File: config.mk
export PLATFORM = sky130hd
export DESIGN_NAME = instr_encoder_flat
export DESIGN_NICKNAME = d
export VERILOG_FILES = /design/src/rtl/instr_encoder_if.sv /design/src/rtl/instr_encoder.sv /design/src/flat_wrapper.sv
export SDC_FILE = /design/constraint.sdc
export NUM_CORES = 1
export LEC_CHECK = 0
export CAP_MARGIN = 20
export CELL_PAD_IN_SITES_DETAIL_PLACEMENT = 0
export CELL_PAD_IN_SITES_GLOBAL_PLACEMENT = 1
export CORE_ASPECT_RATIO = 1.4
export CORE_MARGIN = 1.5
export CORE_UTILIZATION = 45
export DETAILED_ROUTE_END_ITERATION = 7
export DONT_BUFFER_PORTS = 1
export PLACE_DENSITY_LB_ADDON = 0.1
export SLEW_MARGIN = 20
export SYNTH_ARGS = -nofsm -noshare
export SYNTH_HDL_FRONTEND = slang
export SYNTH_SLANG_ARGS = --single-unit
File: constraint.sdc
create_clock -name clk -period 3.1 [get_ports clk]
set_input_delay 0.62 -clock clk [delete_from_list [all_inputs] [get_ports clk]]
set_output_delay 0.62 -clock clk [all_outputs]
set_load 0.05 [all_outputs]
File: src/rtl/instr_encoder_if.sv
// Request and instruction-memory write bundle for instr_encoder.
// master = host/loader side, slave = encoder side.
interface instr_encoder_if #(
    parameter int ADDR_W = 8
);
    logic              clr;
    logic              in_valid;
    logic              in_ready;
    logic              in_fmt;
    logic [6:0]        in_opcode;
    logic [2:0]        in_funct3;
    logic [4:0]        in_rd;
    logic [4:0]        in_rs1;
    logic [4:0]        in_rs2;
    logic [31:0]       in_imm;
    logic              mem_we;
    logic [ADDR_W-1:0] mem_addr;
    logic [31:0]       mem_wdata;
    logic [ADDR_W:0]   count;
    logic              full;
    logic              err;

    modport master (
        output clr, in_valid, in_fmt, in_opcode, in_funct3,
        output in_rd, in_rs1, in_rs2, in_imm,
        input  in_ready, mem_we, mem_addr, mem_wdata,
        input  count, full, err
    );

    modport slave (
        input  clr, in_valid, in_fmt, in_opcode, in_funct3,
        input  in_rd, in_rs1, in_rs2, in_imm,
        output in_ready, mem_we, mem_addr, mem_wdata,
        output count, full, err
    );
endinterface

File: src/rtl/instr_encoder.sv
// Packs RISC-V I/S-type fields into words and writes them to instruction memory.
// Define IMM_RANGE_CHECK_EN to reject immediates outside -2048..2047 (sets err).
module instr_encoder #(
    parameter int ADDR_W = 8
) (
    input  logic           clk,
    input  logic           rst,
    instr_encoder_if.slave bus
);
    typedef enum logic [1:0] {
        IDLE,
        ENC,
        WR
    } state_e;

    localparam logic [ADDR_W:0] CAP = {1'b1, {ADDR_W{1'b0}}};

    state_e            state_q, state_d;
    logic              fmt_q, fmt_d;
    logic [6:0]        op_q, op_d;
    logic [2:0]        f3_q, f3_d;
    logic [4:0]        rd_q, rd_d;
    logic [4:0]        rs1_q, rs1_d;
    logic [4:0]        rs2_q, rs2_d;
    logic [11:0]       imm_q, imm_d;
    logic              imm_ok_q, imm_ok_d;
    logic              we_q, we_d;
    logic [ADDR_W-1:0] addr_q, addr_d;
    logic [31:0]       wdata_q, wdata_d;
    logic [ADDR_W-1:0] ptr_q, ptr_d;
    logic [ADDR_W:0]   cnt_q, cnt_d;
    logic              err_q, err_d;

    logic              full;
    logic              ready;
    logic              hs;
    logic              imm_ok_in;
    logic [31:0]       word;

`ifdef IMM_RANGE_CHECK_EN
    // In range iff bits 31..11 are all copies of the sign bit.
    assign imm_ok_in = (bus.in_imm[31:11] == {21{bus.in_imm[11]}});
`else
    logic unused_imm_hi;
    assign imm_ok_in     = 1'b1;
    assign unused_imm_hi = ^bus.in_imm[31:12];
`endif

    assign full  = (cnt_q == CAP);
    assign ready = (state_q == IDLE) && !full;
    assign hs    = bus.in_valid && ready;

    always_comb begin
        word = {imm_q, rs1_q, f3_q, rd_q, op_q};
        if (fmt_q) begin
            word = {imm_q[11:5], rs2_q, rs1_q, f3_q, imm_q[4:0], op_q};
        end
    end

    always_comb begin
        state_d  = state_q;
        fmt_d    = fmt_q;
        op_d     = op_q;
        f3_d     = f3_q;
        rd_d     = rd_q;
        rs1_d    = rs1_q;
        rs2_d    = rs2_q;
        imm_d    = imm_q;
        imm_ok_d = imm_ok_q;
        we_d     = 1'b0;
        addr_d   = addr_q;
        wdata_d  = wdata_q;
        ptr_d    = ptr_q;
        cnt_d    = cnt_q;
        err_d    = err_q;
        if (bus.clr) begin
            state_d = IDLE;
            ptr_d   = '0;
            cnt_d   = '0;
            err_d   = 1'b0;
        end else begin
            unique case (state_q)
                IDLE: begin
                    if (hs) begin
                        fmt_d    = bus.in_fmt;
                        op_d     = bus.in_opcode;
                        f3_d     = bus.in_funct3;
                        rd_d     = bus.in_rd;
                        rs1_d    = bus.in_rs1;
                        rs2_d    = bus.in_rs2;
                        imm_d    = bus.in_imm[11:0];
                        imm_ok_d = imm_ok_in;
                        state_d  = ENC;
                    end
                end
                ENC: begin
                    if (!imm_ok_q) begin
                        err_d   = 1'b1;
                        state_d = IDLE;
                    end else begin
                        we_d    = 1'b1;
                        addr_d  = ptr_q;
                        wdata_d = word;
                        state_d = WR;
                    end
                end
                WR: begin
                    ptr_d   = ptr_q + ADDR_W'(1);
                    cnt_d   = cnt_q + (ADDR_W + 1)'(1);
                    state_d = IDLE;
                end
                default: state_d = IDLE;
            endcase
        end
    end

    always_ff @(posedge clk or posedge rst) begin
        if (rst) begin
            state_q  <= IDLE;
            fmt_q    <= 1'b0;
            op_q     <= '0;
            f3_q     <= '0;
            rd_q     <= '0;
            rs1_q    <= '0;
            rs2_q    <= '0;
            imm_q    <= '0;
            imm_ok_q <= 1'b0;
            we_q     <= 1'b0;
            addr_q   <= '0;
            wdata_q  <= '0;
            ptr_q    <= '0;
            cnt_q    <= '0;
            err_q    <= 1'b0;
        end else begin
            state_q  <= state_d;
            fmt_q    <= fmt_d;
            op_q     <= op_d;
            f3_q     <= f3_d;
            rd_q     <= rd_d;
            rs1_q    <= rs1_d;
            rs2_q    <= rs2_d;
            imm_q    <= imm_d;
            imm_ok_q <= imm_ok_d;
            we_q     <= we_d;
            addr_q   <= addr_d;
            wdata_q  <= wdata_d;
            ptr_q    <= ptr_d;
            cnt_q    <= cnt_d;
            err_q    <= err_d;
        end
    end

    assign bus.in_ready  = ready;
    assign bus.mem_we    = we_q;
    assign bus.mem_addr  = addr_q;
    assign bus.mem_wdata = wdata_q;
    assign bus.count     = cnt_q;
    assign bus.full      = full;
    assign bus.err       = err_q;
endmodule

File: src/flat_wrapper.sv
// flat-port wrapper written by rule: the top's interface ports become plain ports
module instr_encoder_flat 
#(
    parameter int ADDR_W = 8
)
  (clk, rst, bus_clr, bus_in_valid, bus_in_fmt, bus_in_opcode, bus_in_funct3, bus_in_rd, bus_in_rs1, bus_in_rs2, bus_in_imm, bus_in_ready, bus_mem_we, bus_mem_addr, bus_mem_wdata, bus_count, bus_full, bus_err);
  instr_encoder_if #(.ADDR_W(ADDR_W)) bus_i ();
  input  logic clk;
  input  logic rst;
  input wire logic [$bits(bus_i.clr)-1:0] bus_clr;
  input wire logic [$bits(bus_i.in_valid)-1:0] bus_in_valid;
  input wire logic [$bits(bus_i.in_fmt)-1:0] bus_in_fmt;
  input wire logic [$bits(bus_i.in_opcode)-1:0] bus_in_opcode;
  input wire logic [$bits(bus_i.in_funct3)-1:0] bus_in_funct3;
  input wire logic [$bits(bus_i.in_rd)-1:0] bus_in_rd;
  input wire logic [$bits(bus_i.in_rs1)-1:0] bus_in_rs1;
  input wire logic [$bits(bus_i.in_rs2)-1:0] bus_in_rs2;
  input wire logic [$bits(bus_i.in_imm)-1:0] bus_in_imm;
  output wire logic [$bits(bus_i.in_ready)-1:0] bus_in_ready;
  output wire logic [$bits(bus_i.mem_we)-1:0] bus_mem_we;
  output wire logic [$bits(bus_i.mem_addr)-1:0] bus_mem_addr;
  output wire logic [$bits(bus_i.mem_wdata)-1:0] bus_mem_wdata;
  output wire logic [$bits(bus_i.count)-1:0] bus_count;
  output wire logic [$bits(bus_i.full)-1:0] bus_full;
  output wire logic [$bits(bus_i.err)-1:0] bus_err;
  assign bus_i.clr = bus_clr;
  assign bus_i.in_valid = bus_in_valid;
  assign bus_i.in_fmt = bus_in_fmt;
  assign bus_i.in_opcode = bus_in_opcode;
  assign bus_i.in_funct3 = bus_in_funct3;
  assign bus_i.in_rd = bus_in_rd;
  assign bus_i.in_rs1 = bus_in_rs1;
  assign bus_i.in_rs2 = bus_in_rs2;
  assign bus_i.in_imm = bus_in_imm;
  assign bus_in_ready = bus_i.in_ready;
  assign bus_mem_we = bus_i.mem_we;
  assign bus_mem_addr = bus_i.mem_addr;
  assign bus_mem_wdata = bus_i.mem_wdata;
  assign bus_count = bus_i.count;
  assign bus_full = bus_i.full;
  assign bus_err = bus_i.err;
  instr_encoder #(.ADDR_W(ADDR_W)) u_core (.clk(clk), .rst(rst), .bus(bus_i));
endmodule
==> flow_summary.json, run 1 <==
{
  "uppermost_layer_routed": "met4",
  "vias_in_the_first_global_route": 2445,
  "timing.critical_path.arrival_ns": 2.07,
  "mostFrequentLayoutCell": "sky130_fd_sc_hd__dfrtp_1",
  "muxShareOfSynthArea_pct": 23.8,
  "cts_repair_resize_count": 0,
  "die_wd_um": 85.0,
  "finalWorstPathRequiredPeriod_ns": 2.69,
  "n_antenna_cell": 0,
  "boundaryPins": 115,
  "setup_viol_count_final": 0,
  "grt_first_pass_wirelength_um": 12900,
  "initial_core_utilization_pct": 46.6,
  "timing.final.ws_setup_ns": 0.410,
  "longest_clk_path_bufs": 2,
  "final.setup.tns_ns": 0,
  "routability_cong": 0.723,
  "clock-root-buffer": "sky130_fd_sc_hd__clkbuf_16",
  "cts.reportedPaths.clkPinSlew_ns": 0.06,
  "tightestPinTransition_ns": 0.627,
  "grt_antenna_before_repair": 0,
  "worst-path-max-fanout": 5,
  "count_of_distinct_cell_types_in_the_synthesized_netlist": 34,
  "grt_remaining_overflow": 0,
  "finalWirelength_um": 7740,
  "holdBufCountCts": 0,
  "yosys.area.top_type_share_pct": 59.1,
  "final_max_slew_viols": 0,
  "dr_wl_cell_um": 18.7,
  "area_delta_synth_final_pct": 11.4,
  "final_cell_count_no_fill": 415,
  "die-height_um": 118,
  "clk_latency_ns": 0.34,
  "placed_cells_incl_taps": 399,
  "unrepaired_setup_endpoints_after_global_routing": "no",
  "synth_cells": 296,
  "peak_clock_frequency_supported_by_timing_mhz": 372,
  "cts_htree_levels": 3,
  "post_route_cells_drive_above_1_share_pct": 32.5,
  "core_region_area_sq_mm": 0.00908,
  "detailroute.via_count": 2293,
  "synth_top_family_by_area": "multiplexers",
  "syn_avg_cell_area_sq_um": 14.3,
  "detail-route-antenna-nets": 0,
  "placement.setup.worst_slack_ns": 0.782,
  "synth_compound_area_share_pct": 5.05,
  "1st_pass_router_iterations": 6,
  "buffers_on_ports": 0,
  "dr_iter_0_viols": 66,
  "met2WireLength_um": 3760,
  "status": "complete, but fails checks",
  "met3_wirelength_um": 539,
  "power.density_cell_area_mw_per_mm2": 853,
  "power.leakage_nw": 2.07,
  "drv.max_cap_violation_count": 0,
  "synth.yosys.seq_area_share_pct": 59.1,
  "final-hold-violation-count": 0,
  "adder_cell_share_of_the_synthesized_area_pct": 0.887,
  "hp-class": "in -> async",
  "synthesis.nets": 361,
  "postCtsSetupRepairBufs": 0,
  "global_route.usage.total_pct": 16.7,
  "detail_route.wirelength.met1_um": 3320,
  "tritoncts": "done",
  "synth_simple_gate_area_share_pct": 7.33,
  "power.ir.vdd_worst_v": 0.000318,
  "place.detailed.hpwl_um": 4960,
  "drt_drc_violations_left": 6,
  "crit_required_ns": 2.48,
  "ff2ff_setup_slack_ns": 1.01,
  "ys_ff_latch": 100,
  "fin_crit_sh_pct": 86.8,
  "synth.largest_area_cell": "sky130_fd_sc_hd__dfrtp_1",
  "path_class": "reg -> out",
  "synth_xor_area_share_pct": 0.828,
  "largest_net_degree_at_the_start_of_global_routing": 54,
  "final_nets": 368,
  "clock_skew_ns": 0.00624,
  "cp-start-kind": "flip-flop",
  "dieArea_sq_mm": 0.0100,
  "top_library_cells_by_usage_in_the_layout_fill_and_taps_aside": "100 x sky130_fd_sc_hd__dfrtp_1, 38 x sky130_fd_sc_hd__mux2_4, 30 x sky130_fd_sc_hd__mux2_2",
  "tightest_slew_margin_relative_to_the_limit_pct": 58.2,
  "total_power_w": 0.00402,
  "clock-sinks": 100,
  "routed_via_density": 5.53,
  "endpoint_kind": "primary output",
  "hold-worst-slack_ns": 0.109,
  "floorplan.rows": 41,
  "netlist_area_sq_mm": 0.00423,
  "ys_top_cells_by_area": "sky130_fd_sc_hd__dfrtp_1 59%, sky130_fd_sc_hd__mux2_4 13%, sky130_fd_sc_hd__mux2_2 8.0%",
  "violations": "design-rule violations",
  "yosysWarningCount": 0,
  "cts-buffers-inserted": 9
}
==> critical path, cell delays in order (launching register included) <==
cell and delay (ns):
sky130_fd_sc_hd__dfrtp_1 0.62, sky130_fd_sc_hd__nor4b_2 0.44, sky130_fd_sc_hd__and3_1 0.22, sky130_fd_sc_hd__buf_4 0.20
sky130_fd_sc_hd__nor3_2 0.05, sky130_fd_sc_hd__buf_4 0.20
==> state kept, by name (all words and copies together), names as in the netlist <==
register              cells
u_core.bus.count          9
u_core.bus.err            1
u_core.bus.mem_addr       8
u_core.bus.mem_wdata     32
u_core.bus.mem_we         1
u_core.f3_q               3
u_core.fmt_q              1
u_core.imm_ok_q           1
u_core.imm_q             12
u_core.op_q               7
u_core.ptr_q              8
u_core.rd_q               5
u_core.rs1_q              5
u_core.rs2_q              5
u_core.state_q            2
==> stage by stage <==
stage / util, % / instance area, sq um
CTS: 51.9 / 4710
global route: 51.9 / 4710
finish: 51.9 / 4710
floorplan: - / 4240
global placement: 48.4 / 4400
detailed placement: 48.4 / 4400
==> power breakdown <==
part | total [W] | internal (W) | switching (W) | leakage, nW
Clock | 0.00118 | 0.000728 | 0.000453 | 0.153
Combinational | 0.000452 | 0.000298 | 0.000154 | 0.686
Sequential | 0.00239 | 0.00157 | 0.000818 | 1.23
Total | 0.00402 | 0.00260 | 0.00143 | 2.07
==> area by class of cell <==
type                       count  area [sq um]
clock buffer                  12           246
tap                          107           134
multi-input combinational    175          1630
clock inverter                 4          72.6
timing repair buffer          11           108
sequential                   100          2500
fill                         765          4370
inverter                       6          26.3
==> cell families (layout without fill, tap and decap cells) <==
group           after synthesis  count (layout)
flops                       100             100
buf+inv                      21              33
mux                          78              78
fa+ha+maj                     3               3
xor+xnor                      4               4
simple gates                 54              54
compound gates               36              36
==> final timing paths <==
check	start	end	cells past startpoint
setup / recovery	u_core.bus.count[2]$_DFFE_PP0P_	bus_in_ready	5
hold / removal	rst	u_core.rs1_q[2]$_DFFE_PP0P_	1
setup reg to reg	u_core.state_q[1]$_DFFE_PP0P_	u_core.rs1_q[1]$_DFFE_PP0P_	4
hold reg to reg	u_core.rs1_q[1]$_DFFE_PP0P_	u_core.bus.mem_wdata[16]$_DFFE_PP0P_	1
max in group asynchronous	rst	u_core.rd_q[3]$_DFFE_PP0P_	2
min in group clk	bus_clr	u_core.bus.count[6]$_DFFE_PP0P_	1
==> routing by layer <==
layer  GRT usage, %  vias to the layer above
met1           21.2                     1163
met2           25.9                       63
met4           6.76                        0
met5              0                        -
met3           5.89                        8
li1               -                     1059
==> cells in the mapped netlist (all sizes together) <==
master and number:
dfrtp 100, mux2 68, a21oi 23, nor2 17
buf 11, mux2i 10, inv 6, nand2 6
o21ai 6, or3 6, clkbuf 4, o31ai 4
or4 4, ha 3, nand3 3, nand4 3
xnor2 3, nand3b 2, nand4b 2, nor2b 2
nor3 2, nor4bb 2, a31oi 1, and3 1
nand2b 1, nor4b 1, o21a 1, o21ba 1
or2 1, or4b 1, xor2 1
No activity file was read; power rests on OpenSTA's default activity.
==> run 2: changes to the inputs <==
--- a/config.mk
+++ b/config.mk
@@ -14,6 +14,7 @@
 export DETAILED_ROUTE_END_ITERATION = 7
 export DONT_BUFFER_PORTS = 1
 export PLACE_DENSITY_LB_ADDON = 0.1
+export REMOVE_ABC_BUFFERS = 1
 export SLEW_MARGIN = 20
 export SYNTH_ARGS = -nofsm -noshare
 export SYNTH_HDL_FRONTEND = slang
==> run 2 against run 1 <==
  * The flow still finishes with violations (design-rule violations)
  * Clock skew up 0.0023 ns
  * Setup slack better by 0.14 ns
  * Core utilization down 0.58 points
  * Non-clock buffer count down 3
  * Maximum frequency up 5.3%
  * Die area unchanged
  * Clock power down 6%
  * Clock-buffer cell count unchanged
  * Largest power group unchanged
==> flow_summary.json, run 2 (same netlist as run 1, synthesis figures left out) <==
{
  "worst-path-max-fanout": 8,
  "core_region_area_sq_mm": 0.00908,
  "power.ir.vdd_worst_v": 0.000534,
  "path_class": "reg -> out",
  "buffers_on_ports": 0,
  "largest_net_degree_at_the_start_of_global_routing": 56,
  "detailroute.via_count": 2263,
  "reg2reg_to": "u_core.imm_q[3]$_DFFE_PP0P_",
  "crit_chain": "nor4b_2, and3_1, nor3_1, buf_4",
  "grt_remaining_overflow": 0,
  "critPathSlowestCell": "sky130_fd_sc_hd__dfrtp_1",
  "floorplan.rows": 41,
  "met1_usage_pct": 20.2,
  "reg2regPathDepth": 4,
  "grt_first_pass_wirelength_um": 12800,
  "drv.max_cap_violation_count": 0,
  "power.density_cell_area_mw_per_mm2": 846,
  "cts_repair_resize_count": 0,
  "final_nets": 365,
  "tightestPinTransition_ns": 0.665,
  "final_cell_count_no_fill": 412,
  "tritoncts": "done",
  "clock-sinks": 100,
  "worst_r2r_startpoint": "u_core.state_q[0]$_DFFE_PP0P_",
  "endpoint_kind": "primary output",
  "die-height_um": 118,
  "dr_wl_cell_um": 18.4,
  "final-hold-violation-count": 0,
  "peak_clock_frequency_supported_by_timing_mhz": 392,
  "delay_of_the_slowest_critical_path_stage_ns": 0.64,
  "clk_latency_ns": 0.34,
  "cts-buffers-inserted": 9,
  "hold-worst-slack_ns": 0.212,
  "routed_via_density": 5.49,
  "postLayoutCellArea_sq_mm": 0.00466,
  "startpoint": "u_core.bus.count[4]$_DFFE_PP0P_",
  "clock_skew_ns": 0.00857,
  "boundaryPins": 115,
  "fillerInstances": 813,
  "detail-route-antenna-nets": 0,
  "drt_drc_violations_left": 6,
  "post_route_cells_drive_above_1_share_pct": 31.5,
  "place.detailed.hpwl_um": 4910,
  "top_library_cells_by_usage_in_the_layout_fill_and_taps_aside": "100 x sky130_fd_sc_hd__dfrtp_1, 38 x sky130_fd_sc_hd__mux2_4, 30 x sky130_fd_sc_hd__mux2_2",
  "n_antenna_cell": 0,
  "crit_required_ns": 2.48,
  "mostFrequentLayoutCell": "sky130_fd_sc_hd__dfrtp_1",
  "cts_htree_levels": 3,
  "final_max_slew_viols": 0,
  "tightest_slew_margin_relative_to_the_limit_pct": 55.6,
  "setup_viol_count_final": 0,
  "vias_in_the_first_global_route": 2442,
  "grt_antenna_before_repair": 0,
  "dieArea_sq_mm": 0.0100,
  "hp-class": "in -> async",
  "total_power_w": 0.00394,
  "initial_core_utilization_pct": 46.6,
  "holdBufCountCts": 0,
  "finalWorstPathRequiredPeriod_ns": 2.55,
  "unrepaired_setup_endpoints_after_global_routing": "no",
  "place_area_sq_mm": 0.00437,
  "dr_iter_0_viols": 101,
  "global_route.usage.total_pct": 16.5,
  "grt_met3_usage_pct": 4.63,
  "use_met2_pct": 26.7,
  "largest_register_ff_count": 32,
  "1st_pass_router_iterations": 6,
  "routability_cong": 0.719,
  "violations": "design-rule violations",
  "fin_crit_sh_pct": 82.4,
  "finalWirelength_um": 7580,
  "postCtsSetupRepairBufs": 0,
  "timing.critical_path.arrival_ns": 1.93,
  "power.leakage_nw": 2.05,
  "ff2ff_setup_slack_ns": 0.99,
  "cp-start-kind": "flip-flop",
  "placed_cells_incl_taps": 396,
  "status": "complete, but fails checks",
  "clock-root-buffer": "sky130_fd_sc_hd__clkbuf_16",
  "die_wd_um": 85.0,
  "area_delta_synth_final_pct": 10.1,
  "most_congested_layer_reported_by_global_routing": "met2",
  "utilization_pct": 51.3,
  "cts.reportedPaths.clkPinSlew_ns": 0.07,
  "longest_clk_path_bufs": 2
}
-- run 2: cell types whose count changed in the layout (fill, tap and decap cells not counted) --
cell                         delta
sky130_fd_sc_hd__buf_4          -3
sky130_fd_sc_hd__bufinv_16      -1
sky130_fd_sc_hd__clkinv_2       +1
sky130_fd_sc_hd__clkinv_4       +1
sky130_fd_sc_hd__clkinvlp_4     -2
sky130_fd_sc_hd__inv_4          +1
sky130_fd_sc_hd__nor3_1         +1
sky130_fd_sc_hd__nor3_2         -1
-- run 2: worst max-delay path by stage --
stage	to	slack [ns]	depth (start not counted)
floorplan	u_core.bus.mem_addr[0]$_DFFE_PP0P_	-2.59	2
global placement	bus_in_ready	0.91	4
detailed placement	bus_in_ready	0.90	4
CTS	bus_in_ready	0.52	4
global route	bus_in_ready	0.42	4
finish	bus_in_ready	0.55	4
-- run 2: layer usage --
layer | wire length [um] | up-vias
li1 | - | 1054
met1 | 3190 | 1142
met2 | 3820 | 56
met3 | 422 | 11
met4 | 150 | 0
met5 | 0 | -
-- run 2: stage by stage --
step | setup TNS, ns | worst slack [ns]
after floorplan | -117.05 | -2.59
after global placement | 0 | 0.910
after detailed placement | 0 | 0.902
after CTS | 0 | 0.522
after global routing | 0 | 0.422
final | 0 | 0.546
-- run 2: critical path: cells and delay by family (launching register included) --
| kind | cells | cell delay, ns |
|---|---|---|
| flip-flops | 1 | 0.64 |
| buffers and inverters | 1 | 0.21 |
| AND/OR/NAND/NOR | 3 | 0.75 |
-- run 2: layout make-up --
class | instances | area [sq um] | share of cell area (%)
sequential | 100 | 2500 | 53.7
multi-input combinational | 175 | 1620 | 34.8
clock buffer | 12 | 246 | 5.29
tap | 107 | 134 | 2.87
timing repair buffer | 8 | 85.1 | 1.83
clock inverter | 4 | 48.8 | 1.05
inverter | 6 | 25.0 | 0.537
-- run 2: power breakdown --
part | internal [W] | switching (W) | leakage (nW)
sequential | 0.00157 | 0.000821 | 1.23
combinational | 0.000298 | 0.000151 | 0.674
clock | 0.000647 | 0.000459 | 0.147
total | 0.00251 | 0.00143 | 2.05
==> run 3: changes to the inputs <==
--- a/config.mk
+++ b/config.mk
@@ -10,7 +10,7 @@
 export CELL_PAD_IN_SITES_GLOBAL_PLACEMENT = 1
 export CORE_ASPECT_RATIO = 1.4
 export CORE_MARGIN = 1.5
-export CORE_UTILIZATION = 45
+export CORE_UTILIZATION = 50
 export DETAILED_ROUTE_END_ITERATION = 7
 export DONT_BUFFER_PORTS = 1
 export PLACE_DENSITY_LB_ADDON = 0.1
==> constraint.sdc (replaced) <==
create_clock -name clk -period 2.45 [get_ports clk]
set_input_delay 0.49 -clock clk [delete_from_list [all_inputs] [get_ports clk]]
set_output_delay 0.49 -clock clk [all_outputs]
set_load 0.05 [all_outputs]
==> run 3 against run 2 <==
  * The run now ends clean
  * First-iteration DRC count shrank 16%
  * Core utilization grew 6.9 points
  * Combinational power grew 29%
  * Die area shrank 9.7%
  * Setup slack lost 0.20 ns
  * Highest routed layer unchanged
  * Sequential power grew 26%
  * Clock power grew 33%
  * Clock-buffer cell count grew 1
  * Cell area grew 2.5%
  * Register-to-register slack lost 0.49 ns
  * Sequential share of layout area shrank 1.3 points
  * Hold slack lost 0.15 ns
==> flow_summary.json, run 3 (same netlist as run 1, synthesis figures left out) <==
{
  "dr_wl_cell_um": 18.4,
  "cts_repair_resize_count": 0,
  "drv.max_cap_violation_count": 0,
  "path_class": "reg -> out",
  "worst-path-max-fanout": 2,
  "unrepaired_setup_endpoints_after_global_routing": "no",
  "grt_antenna_before_repair": 0,
  "fin_crit_sh_pct": 85.7,
  "longest_clk_path_bufs": 2,
  "holdBufCountCts": 0,
  "die_wd_um": 80.8,
  "cp-start-kind": "flip-flop",
  "tritoncts": "done",
  "crit_chain": "inv_1, ha_1, nor2b_1, and3_1, nor3_1, buf_4",
  "core_region_area_sq_mm": 0.00820,
  "setup_viol_count_final": 0,
  "grt_remaining_overflow": 0,
  "global_route.usage.total_pct": 18.9,
  "final-hold-violation-count": 0,
  "total_power_w": 0.00508,
  "place.detailed.hpwl_um": 5040,
  "hp-class": "in -> async",
  "grt_met3_usage_pct": 5.82,
  "placement.setup.worst_slack_ns": 0.450,
  "crit_required_ns": 1.96,
  "tightestPinTransition_ns": 0.581,
  "clk_latency_ns": 0.33,
  "final.setup.tns_ns": 0,
  "clock-sinks": 100,
  "grt_first_pass_wirelength_um": 12900,
  "drt_drc_violations_left": 0,
  "met1_usage_pct": 24.7,
  "post_route_cells_drive_above_1_share_pct": 34.5,
  "finalWirelength_um": 7680,
  "top_library_cells_by_usage_in_the_layout_fill_and_taps_aside": "100 x sky130_fd_sc_hd__dfrtp_1, 38 x sky130_fd_sc_hd__mux2_4, 30 x sky130_fd_sc_hd__mux2_2",
  "buffers_on_ports": 0,
  "use_met2_pct": 29.1,
  "hold-worst-slack_ns": 0.0618,
  "fillerInstances": 655,
  "endpoint_kind": "primary output",
  "n_antenna_cell": 0,
  "peak_clock_frequency_supported_by_timing_mhz": 476,
  "power.leakage_nw": 2.13,
  "vias_in_the_first_global_route": 2553,
  "delay_of_the_slowest_critical_path_stage_ns": 0.37,
  "regArea_sq_mm": 0.00250,
  "detail-route-antenna-nets": 0,
  "power.ir.vdd_worst_v": 0.000826,
  "cts.reportedPaths.clkPinSlew_ns": 0.06,
  "die-height_um": 112,
  "dr_iter_0_viols": 85,
  "most_congested_layer_reported_by_global_routing": "met2",
  "status": "finished clean",
  "power.density_cell_area_mw_per_mm2": 1060,
  "detailroute.via_count": 2321,
  "mostFrequentLayoutCell": "sky130_fd_sc_hd__dfrtp_1",
  "place_area_sq_mm": 0.00446,
  "largest_net_degree_at_the_start_of_global_routing": 44,
  "routed_via_density": 5.55,
  "clock-root-buffer": "sky130_fd_sc_hd__clkbuf_16",
  "timing.critical_path.arrival_ns": 1.61,
  "finalWorstPathRequiredPeriod_ns": 2.10,
  "postCtsSetupRepairBufs": 0,
  "routability_cong": 0.733,
  "tightest_slew_margin_relative_to_the_limit_pct": 61.3,
  "largest_register_ff_count": 32,
  "clock_skew_ns": 0.00556,
  "ff2ff_setup_slack_ns": 0.50,
  "multiInputGateArea_sq_mm": 0.00162,
  "dieArea_sq_mm": 0.00903,
  "boundaryPins": 115,
  "floorplan.rows": 39,
  "timing.final.ws_setup_ns": 0.349,
  "cts_htree_levels": 3,
  "cts-buffers-inserted": 9,
  "postLayoutCellArea_sq_mm": 0.00478,
  "final_nets": 376,
  "final_max_slew_viols": 0,
  "initial_core_utilization_pct": 51.6,
  "area_delta_synth_final_pct": 12.9,
  "critPathSlowestCell": "sky130_fd_sc_hd__dfrtp_1",
  "1st_pass_router_iterations": 4
}
run 3: through the flow:
stage	util [%]	std cells
finish	58.3	418
global route	58.3	418
CTS	58.3	418
detailed placement	54.3	402
global placement	54.3	402
floorplan	-	281
run 3: cell type report:
class	count	share of cell area, %
clock buffers	13	5.87
flip-flops and latches	100	52.4
multi-input cells	175	33.9
repair buffers	19	3.77
inverters	6	0.524
clock inverters	3	0.890
well taps	102	2.67
run 3: report_power, final:
group	switching [W]	internal (W)	total (W)	leakage (nW)
sequential	0.00103	0.00199	0.00302	1.23
clock	0.000583	0.000901	0.00148	0.158
combinational	0.000197	0.000382	0.000580	0.735
run 3: worst paths after layout:
check	startpoint	endpoint	cells past startpoint
max in group asynchronous	rst	u_core.op_q[1]$_DFFE_PP0P_	2
min in group clk	bus_clr	u_core.bus.count[4]$_DFFE_PP0P_	1
hold reg to reg	u_core.op_q[2]$_DFFE_PP0P_	u_core.op_q[2]$_DFFE_PP0P_	1
setup reg to reg	u_core.state_q[0]$_DFFE_PP0P_	u_core.rs2_q[0]$_DFFE_PP0P_	4
hold / removal	rst	u_core.bus.mem_wdata[18]$_DFFE_PP0P_	1
setup / recovery	u_core.bus.count[0]$_DFFE_PP0P_	bus_in_ready	6
run 3: worst max-delay path: cells and delay by family (launching register included):
family | cells | cell delay, ns
buf+inv | 2 | 0.25
flops | 1 | 0.37
fa+ha+maj | 1 | 0.12
simple gates | 3 | 0.54
run 3: layer usage:
metal / up-vias / share of wire (%)
met5: - / 0
met4: 0 / 1.5
met3: 9 / 5.7
met2: 55 / 49
met1: 1177 / 43
li1: 1080 / -
